===== src/rtl/collision_pair_scheduler.sv =====
// collision_pair_scheduler
// Walks every ball-pin and pin-pin pair once per physics frame, skips pairs
// that cannot collide, and issues one request at a time to the shared
// collision resolver. Hit results are folded into a per-pin hit mask and
// per-frame counters.
//
// Ports:
//   clk_in, rst_in        clock, synchronous active-high reset
//   start                 frame tick, accepted only when idle
//   ball_active           ball on lane (latched at start)
//   pins_en               pins in play (latched at start)
//   pins_moving           pins with nonzero velocity (latched at start)
//   req_valid/req_ready   pair request handshake to the resolver
//   req_a_idx/req_b_idx   pair indices; a == NUM_PINS denotes the ball
//   resp_valid/resp_hit   resolver result strobe and hit flag
//   busy                  scan in progress
//   done                  single-cycle end-of-scan pulse
//   timeout_err           sticky: last scan aborted on a resolver timeout
//   hit_pins              pins involved in any hit this scan
//   hit_count             number of hit pairs this scan
//   pairs_issued          number of requests accepted this scan
module collision_pair_scheduler #(
    parameter int unsigned NUM_PINS = 10,
    parameter int unsigned IDX_W    = 4,
    parameter int unsigned TIMEOUT  = 64,
    parameter int unsigned CNT_W    = 6
) (
    input  logic                clk_in,
    input  logic                rst_in,
    input  logic                start,
    input  logic                ball_active,
    input  logic [NUM_PINS-1:0] pins_en,
    input  logic [NUM_PINS-1:0] pins_moving,
    output logic                req_valid,
    output logic [IDX_W-1:0]    req_a_idx,
    output logic [IDX_W-1:0]    req_b_idx,
    input  logic                req_ready,
    input  logic                resp_valid,
    input  logic                resp_hit,
    output logic                busy,
    output logic                done,
    output logic                timeout_err,
    output logic [NUM_PINS-1:0] hit_pins,
    output logic [CNT_W-1:0]    hit_count,
    output logic [CNT_W-1:0]    pairs_issued
);

    localparam int unsigned TMR_W = (TIMEOUT > 1) ? $clog2(TIMEOUT) : 1;
    localparam logic [IDX_W-1:0] BALL_IDX = IDX_W'(NUM_PINS);
    localparam logic [IDX_W-1:0] LAST_B   = IDX_W'(NUM_PINS - 1);
    // With a single pin there are no pin-pin pairs, so the last pair is a ball pair.
    localparam logic [IDX_W-1:0] LAST_A   = (NUM_PINS >= 2) ? IDX_W'(NUM_PINS - 2) : BALL_IDX;
    localparam logic [TMR_W-1:0] TMR_LAST = TMR_W'(TIMEOUT - 1);
    localparam logic [CNT_W-1:0] CNT_MAX  = {CNT_W{1'b1}};

    typedef enum logic [2:0] {
        ST_IDLE  = 3'd0,
        ST_SCAN  = 3'd1,
        ST_ISSUE = 3'd2,
        ST_WAIT  = 3'd3,
        ST_DONE  = 3'd4
    } state_e;

    state_e              state_q, state_d;
    logic [IDX_W-1:0]    a_q, a_d;
    logic [IDX_W-1:0]    b_q, b_d;
    logic [TMR_W-1:0]    timer_q, timer_d;
    logic                ball_q, ball_d;
    logic [NUM_PINS-1:0] en_q, en_d;
    logic [NUM_PINS-1:0] mov_q, mov_d;
    logic                req_valid_q, req_valid_d;
    logic                busy_q, busy_d;
    logic                done_q, done_d;
    logic                timeout_err_q, timeout_err_d;
    logic [NUM_PINS-1:0] hit_pins_q, hit_pins_d;
    logic [CNT_W-1:0]    hit_count_q, hit_count_d;
    logic [CNT_W-1:0]    pairs_issued_q, pairs_issued_d;

    logic                is_ball_c;
    logic                eligible_c;
    logic                last_pair_c;
    logic [IDX_W-1:0]    nxt_a_c;
    logic [IDX_W-1:0]    nxt_b_c;

    // Select one bit of a pin mask by index; indices outside the mask read as 0.
    function automatic logic bit_at(input logic [NUM_PINS-1:0] vec,
                                    input logic [IDX_W-1:0]    idx);
        logic r;
        r = 1'b0;
        for (int i = 0; i < NUM_PINS; i++) begin
            if (idx == IDX_W'(i)) begin
                r = vec[i];
            end
        end
        return r;
    endfunction

    function automatic logic [CNT_W-1:0] sat_inc(input logic [CNT_W-1:0] v);
        return (v == CNT_MAX) ? v : v + CNT_W'(1);
    endfunction

    // Pair pointer decode: eligibility, last-pair detect, and the next pair in order.
    always_comb begin
        is_ball_c   = (a_q == BALL_IDX);
        eligible_c  = 1'b0;
        last_pair_c = (a_q == LAST_A) && (b_q == LAST_B);
        nxt_a_c     = a_q;
        nxt_b_c     = b_q + IDX_W'(1);

        if (is_ball_c) begin
            eligible_c = ball_q & bit_at(en_q, b_q);
        end else begin
            eligible_c = bit_at(en_q, a_q) & bit_at(en_q, b_q)
                       & (bit_at(mov_q, a_q) | bit_at(mov_q, b_q));
        end

        // At the end of a row, move to the first pin-pin pair of the next row.
        if (b_q == LAST_B) begin
            if (is_ball_c) begin
                nxt_a_c = '0;
                nxt_b_c = IDX_W'(1);
            end else begin
                nxt_a_c = a_q + IDX_W'(1);
                nxt_b_c = a_q + IDX_W'(2);
            end
        end
    end

    // Next-state and registered-output logic.
    always_comb begin
        state_d        = state_q;
        a_d            = a_q;
        b_d            = b_q;
        timer_d        = timer_q;
        ball_d         = ball_q;
        en_d           = en_q;
        mov_d          = mov_q;
        timeout_err_d  = timeout_err_q;
        hit_pins_d     = hit_pins_q;
        hit_count_d    = hit_count_q;
        pairs_issued_d = pairs_issued_q;

        case (state_q)
            ST_IDLE: begin
                if (start) begin
                    ball_d         = ball_active;
                    en_d           = pins_en;
                    mov_d          = pins_moving;
                    hit_pins_d     = '0;
                    hit_count_d    = '0;
                    pairs_issued_d = '0;
                    timeout_err_d  = 1'b0;
                    a_d            = BALL_IDX;
                    b_d            = '0;
                    state_d        = ST_SCAN;
                end
            end

            ST_SCAN: begin
                if (eligible_c) begin
                    state_d = ST_ISSUE;
                end else if (last_pair_c) begin
                    state_d = ST_DONE;
                end else begin
                    a_d = nxt_a_c;
                    b_d = nxt_b_c;
                end
            end

            ST_ISSUE: begin
                // A resp_valid in this state, even on the handshake cycle, is ignored.
                if (req_valid_q && req_ready) begin
                    pairs_issued_d = sat_inc(pairs_issued_q);
                    timer_d        = '0;
                    state_d        = ST_WAIT;
                end
            end

            ST_WAIT: begin
                timer_d = timer_q + TMR_W'(1);
                if (resp_valid) begin
                    if (resp_hit) begin
                        hit_count_d = sat_inc(hit_count_q);
                        for (int i = 0; i < NUM_PINS; i++) begin
                            if ((b_q == IDX_W'(i)) || (!is_ball_c && (a_q == IDX_W'(i)))) begin
                                hit_pins_d[i] = 1'b1;
                            end
                        end
                    end
                    if (last_pair_c) begin
                        state_d = ST_DONE;
                    end else begin
                        a_d     = nxt_a_c;
                        b_d     = nxt_b_c;
                        state_d = ST_SCAN;
                    end
                end else if (timer_q == TMR_LAST) begin
                    timeout_err_d = 1'b1;
                    state_d       = ST_DONE;
                end
            end

            ST_DONE: begin
                state_d = ST_IDLE;
            end

            default: begin
                state_d = ST_IDLE;
            end
        endcase

        // Status outputs are registered copies of the upcoming state.
        req_valid_d = (state_d == ST_ISSUE);
        busy_d      = (state_d != ST_IDLE);
        done_d      = (state_d == ST_DONE);
    end

    always_ff @(posedge clk_in) begin
        if (rst_in) begin
            state_q        <= ST_IDLE;
            a_q            <= '0;
            b_q            <= '0;
            timer_q        <= '0;
            ball_q         <= 1'b0;
            en_q           <= '0;
            mov_q          <= '0;
            req_valid_q    <= 1'b0;
            busy_q         <= 1'b0;
            done_q         <= 1'b0;
            timeout_err_q  <= 1'b0;
            hit_pins_q     <= '0;
            hit_count_q    <= '0;
            pairs_issued_q <= '0;
        end else begin
            state_q        <= state_d;
            a_q            <= a_d;
            b_q            <= b_d;
            timer_q        <= timer_d;
            ball_q         <= ball_d;
            en_q           <= en_d;
            mov_q          <= mov_d;
            req_valid_q    <= req_valid_d;
            busy_q         <= busy_d;
            done_q         <= done_d;
            timeout_err_q  <= timeout_err_d;
            hit_pins_q     <= hit_pins_d;
            hit_count_q    <= hit_count_d;
            pairs_issued_q <= pairs_issued_d;
        end
    end

    assign req_valid    = req_valid_q;
    assign req_a_idx    = a_q;
    assign req_b_idx    = b_q;
    assign busy         = busy_q;
    assign done         = done_q;
    assign timeout_err  = timeout_err_q;
    assign hit_pins     = hit_pins_q;
    assign hit_count    = hit_count_q;
    assign pairs_issued = pairs_issued_q;

endmodule


===== config.mk =====
export PLATFORM = sky130hd
export DESIGN_NAME = collision_pair_scheduler
export DESIGN_NICKNAME = d
export VERILOG_FILES = /design/src/rtl/collision_pair_scheduler.sv
export SDC_FILE = /design/constraint.sdc
export NUM_CORES = 1
export LEC_CHECK = 0
export ABC_AREA = 1
export BUFFER_PORTS_ARGS = -buffer_cell sky130_fd_sc_hd__buf_2
export CORE_ASPECT_RATIO = 0.8
export CORE_MARGIN = 2
export CORE_UTILIZATION = 56
export CTS_CLUSTER_DIAMETER = 150
export DETAILED_ROUTE_END_ITERATION = 6
export MAX_ROUTING_LAYER = met4
export PLACE_DENSITY = 0.8
export SYNTH_ARGS = -nofsm -noshare
export SYNTH_HDL_FRONTEND = slang
export SYNTH_SLANG_ARGS = --single-unit

===== constraint.sdc =====
create_clock -name clk_in -period 2.9 [get_ports clk_in]
set_clock_uncertainty 0.15 [all_clocks]
set_input_delay 0.29 -clock clk_in [delete_from_list [all_inputs] [get_ports clk_in]]
set_output_delay 0.29 -clock clk_in [all_outputs]
set_load 0.01 [all_outputs]

# == Word level (Yosys, flattened, before mapping) ==
# Cells that the tools add are included.
# classes
mux,96
addsub,6
bitwise_logic,4
eq_ne,46
n_reduce_logical,47
# ops
operator,count
2-to-1 mux 1 bit,59
AND reduction 5 bit,11
2-to-1 mux 4 bit,12
2-to-1 mux 6 bit,7
"!= test 2 bit, second input constant",19
case mux 6 bit (2 select lines),3
"equality test 4 x 3 -> 1 bit, second input constant",8
2-to-1 mux 10 bit,3
case mux 4 bit (3 select lines),2
2-to-1 mux 3 bit,7
"equality test 4 bit, second input constant",5
case mux 10 bit (2 select lines),1
"adder 6 x 1 -> 6 bit, second input constant",3
"equality test 6 bit, second input constant",3
"equality test 4 x 2 -> 1 bit, second input constant",4
logical AND 1 bit,12
case mux 3 bit (4 select lines),1
AND reduction 4 bit,3
logical OR 1 bit,10
"equality test 3 x 2 -> 1 bit, second input constant",3
"adder 4 x 1 -> 4 bit, second input constant",2
"equality test 4 x 1 -> 1 bit, second input constant",2
zero test 4 bit,2
nonzero test 2 bit,3
10 further kinds,14
# totals
wordCells,222
inputBits,27
ff_bits,64

# == Logic depth before layout (Yosys ltp) ==
# logic_depth
ltp_word,18
ltp_mapped,22
ltp_nobuf,22

# == Least setup slack after synthesis ==
# No wires, ideal clock.
# synth_timing
path_kind,flip-flop to flip-flop
from,"register b_q[0], in the netlist req_b_idx[0]"
to,"register b_q[3], in the netlist req_b_idx[3]"
t_arrival_ns,1.939
path_stages_with_launch,19
required_time_ns,2.637
setup_ns,0.113
synth_period_minus_slack_ns,2.203
slack_ns,0.697
path_cell_list,dfxtp_1 inv_1 ha_1 nand3_1 inv_1 a21oi_1 nand2_1 nand2_1 nand2_1 nand2_1 nand2_1 a21oi_2 nand2_2 nand2_4 nand2_8 nand2_4 inv_2 nor2_1 nor2_1
# synth_between
elab_chain_len,17
elab_cells_between_ends,47
cone_classes,1 x add/sub; 10 x eq/ne; 29 x mux; 4 x bitwise; 3 x reduce/logical
# synth_lines
item,line,source
"start, declared",66,"logic [IDX_W-1:0] b_q, b_d;"
"start signal, assigned",222,b_q <= '0;
"start signal, assigned",237,b_q <= b_d;
zero test 4 bit,91,if (idx == IDX_W'(i)) begin
2-to-1 mux 1 bit (10 in series),91,
2-to-1 mux 1 bit,110,if (is_ball_c) begin
bitwise AND 1 bit or bitwise OR 1 bit (tied branches),"113, 114",
bitwise AND 1 bit,114,"& (bit_at(mov_q, a_q) | bit_at(mov_q, b_q));"
2-to-1 mux 1 bit,110,
!= test 2 bit (no source line),-,
AND reduction 4 bit (no source line),-,
# Parallel ways exist; a longest one is shown, timed or not. The select of a mux whose other input is x is not followed.
# A chain may end at the register's enable or synchronous reset.

# == Worst setup path after layout ==
# layout_timing
from,"register b_q[0], in the netlist req_b_idx[0]"
to,"register b_q[2], in the netlist req_b_idx[2]"
# The elaborated chain is that of the path after synthesis.

==> results.yml <==
run_status:
  outcome: "complete, no violations"
setup_path:
  crit_chain: "inv_1 -> ha_1 -> nand3_1 -> o21ai_0 -> inv_1 -> nand3_1 -> nand2_1 -> nand2_1 -> nand2_1 -> nand2_1 -> nand2_1 -> nand2_1 -> nand3_2 -> nand2_4 -> nand2_8 -> nand2_4 -> inv_2 -> nor2_1 -> nor2_1"
  cpPeakStageDelay_ns: 0.37
  worstSetupPathType: "reg -> reg"
  endpoint_kind: "register"
  path_delay_family: "simple AND/OR/NAND/NOR gates"
  cp.required_ns: 3.00
  cpMaxStageDelayCell: "dfxtp_1"
  path_max_fanout: 7
  r2r-start: "req_b_idx[0]$_SDFFE_PP0P_"
  reg2regPathDepth: 19
  crit_top_cell: "nand2_1"
  reg2reg_to: "req_b_idx[2]$_SDFFE_PP0P_"
  crit_buf_inv: 3
  startpoint_type: "register"
  worstPathArrival_ns: 2.60
  r2r_setup_slack_ns: 0.40
worst_hold_path:
  timing.hold.worst.class: "in -> reg"
  hold_start: "pins_en[1]"
  whs_path_depth: 3
  worstHoldEndpoint: "en_q[1]$_SDFFE_PP0P_"
die:
  ios: 61
  die_h_um: 75.51
  fp.coreArea_um2: 6279
  fp.dieArea_um2: 7052
  initial_core_util_pct: 57.01
  die_w_um: 93.39
  std_cell_rows: 26
routing:
  drc: 0
  drt_iter0_drc: 198
  routed_wirelength_um: 8881
  ant_nets: 0
  viasPerCell: 5.387
  wire_per_inst_um: 13.44
  vias: 3561
  firstDrtPassIters: 5
cts:
  cts_setup_buffers: 0
  path_clk_slew_ns: 0.07
  cts_resized: 0
  clock-sinks: 64
  clock_latency_ns: 0.35
  ctsHoldBuffers: 0
  cts_tree: "yes"
  cts_max_level: 3
  cts-root-buf: "clkbuf_8"
  numCtsBuffers: 9
  max-clock-path-buffers: 2
grt:
  grt_max_degree: 25
  grt_pass1_wl_um: 14320
  antenna_found_initial: 0
  grt_usage_pct: 27.45
  grt_overflow: 0
  grt_pass1_vias: 3102
finish:
  n_antenna_cell: 0
  drive_gt1_share_pct: 23.74
  areaGrowthSynthToFinish_pct: 15.55
  fillerInstances: 561
  nets: 608
  final_common_cell: "nand2_1"
  layout_common_cells: "88 x nand2_1, 68 x inv_1, 64 x dfxtp_1"
synth:
  ys_seq_area_share_pct: 35.79
  netlist_area_um2: 3580
  yosysUniqueCellTypes: 41
  yosys_warnings: 0
  syn_avg_cell_area_um2: 7.005
  synth_seq_cells: 64
  synth_fp_nets: 546
  synth_cells: 511
sta:
  rsz0062_at_grt: "false"
  slew_violations: 0
  worst_pin_slew_ns: 0.4702
  max_freq_mhz: 399.6
  max_slew_margin_pct: 68.54
  setup_tns_ns: 0
  setup_viol: 0
  hold_violations: 0
  final.min_clock_period_ns: 2.503
  period_share_pct: 86.30
  fin_worst_hold_slack_ns: 0.007855
power_and_ir_drop:
  p_leak_uw: 0.001907
  powerDensity_nw_per_um2: 607.2
  vdd_drop_max_mv: 0.4712
place:
  dp_hpwl_um: 6726
  port_buffers: 60
  gp_congestion: 0.9471
job:
  cap_violations: 0
worst max path at each step:
stage,startpoint,endpoint,slack (ns),cells after the start
floorplan,req_b_idx[0]$_SDFFE_PP0P_,req_b_idx[3]$_SDFFE_PP0P_,0.70,18
global placement,req_b_idx[0]$_SDFFE_PP0P_,busy$_SDFF_PP0_,0.53,16
detailed placement,req_b_idx[0]$_SDFFE_PP0P_,req_b_idx[2]$_SDFFE_PP0P_,0.42,19
CTS,req_b_idx[0]$_SDFFE_PP0P_,req_b_idx[3]$_SDFFE_PP0P_,0.41,19
global route,req_b_idx[0]$_SDFFE_PP0P_,req_b_idx[0]$_SDFFE_PP0P_,0.18,19
finish,req_b_idx[0]$_SDFFE_PP0P_,req_b_idx[2]$_SDFFE_PP0P_,0.40,19
synth_stat cells, drive strengths merged:
cell	instances	area [µm²]
xor2	2	17.52
o21ba	8	80.08
o21a	1	7.510
nor2	67	301.5
nand2	94	396.6
o22ai	1	6.260
a221oi	1	26.28
nor4	1	6.260
buf	8	61.31
a31oi	7	43.79
o211a	2	20.02
nor3	17	115.1
a21oi	46	237.7
and3	1	6.260
o31ai	1	7.510
nand4	5	31.28
nand3	30	182.7
a211oi	2	15.01
o21ai	49	245.2
nor3b	4	40.03
ha	8	100.1
dfxtp	64	1281
clkinv	1	3.750
inv	86	325.3
or2	1	6.260
clkbuf	4	15.01
through the flow:
step,power (µW),cells,instance area [µm²],setup WS [ns],utilization [%]
after floorplan,1552,511,3580,0.6973,-
after CTS,2515,661,4136,0.4116,65.88
after global routing,2663,661,4136,0.1802,65.88
final,2512,661,4136,0.3972,65.88
after detailed placement,1734,646,3931,0.4234,62.61
after global placement,1715,646,3931,0.5282,62.61
registers in the layout, summed over array words and instances, names as in the netlist, 3 cells and up:
name and cells:
en_q 10, req_b_idx 4, pairs_issued 6, mov_q 10, state_q 3, timer_q 6, hit_pins 10, req_a_idx 4
hit_count 6
routing by layer:
metal  part of all wire, %  up-vias  global-route usage (%)  routed length [µm]
met2                    43      153                   39.81                3829
met5                     0        -                       -                   0
met1                    45     1608                   35.33                4039
met4                   1.9        0                   9.477                 172
met3                   9.4       18                   10.39                 839
li1                      -     1782                       -                   -
tightest hold or removal path, stage by stage:
cell and delay [ns]:
buf_2 0.07, nor2_1 0.03, nor2_1 0.08
final cells by class:
type,count,area (µm²),area share [%]
Tap cell,84,105.1,2.541
Sequential cell,64,1281,30.97
Inverter,87,329.1,7.955
Multi-Input combinational cell,348,1893,45.77
Clock buffer,11,151.4,3.660
Timing Repair Buffer,63,322.8,7.804
Clock inverter,4,53.80,1.301
where the power goes:
| part | switching, µW | internal (µW) |
|---|---|---|
| clock network | 344 | 440 |
| logic | 454 | 229 |
| registers | 73.6 | 972 |
cells by family after synthesis:
family | after synthesis | synth area share (%)
DFF | 64 | 35.79
buffers and inverters | 99 | 11.32
xor gates and xnor gates | 2 | 0.4894
AOI/OAI and AO/OA | 118 | 19.26
adders and majority gates | 8 | 2.796
and+or+nand+nor | 220 | 30.34
Note: power is estimated with default switching activity, not from simulation.
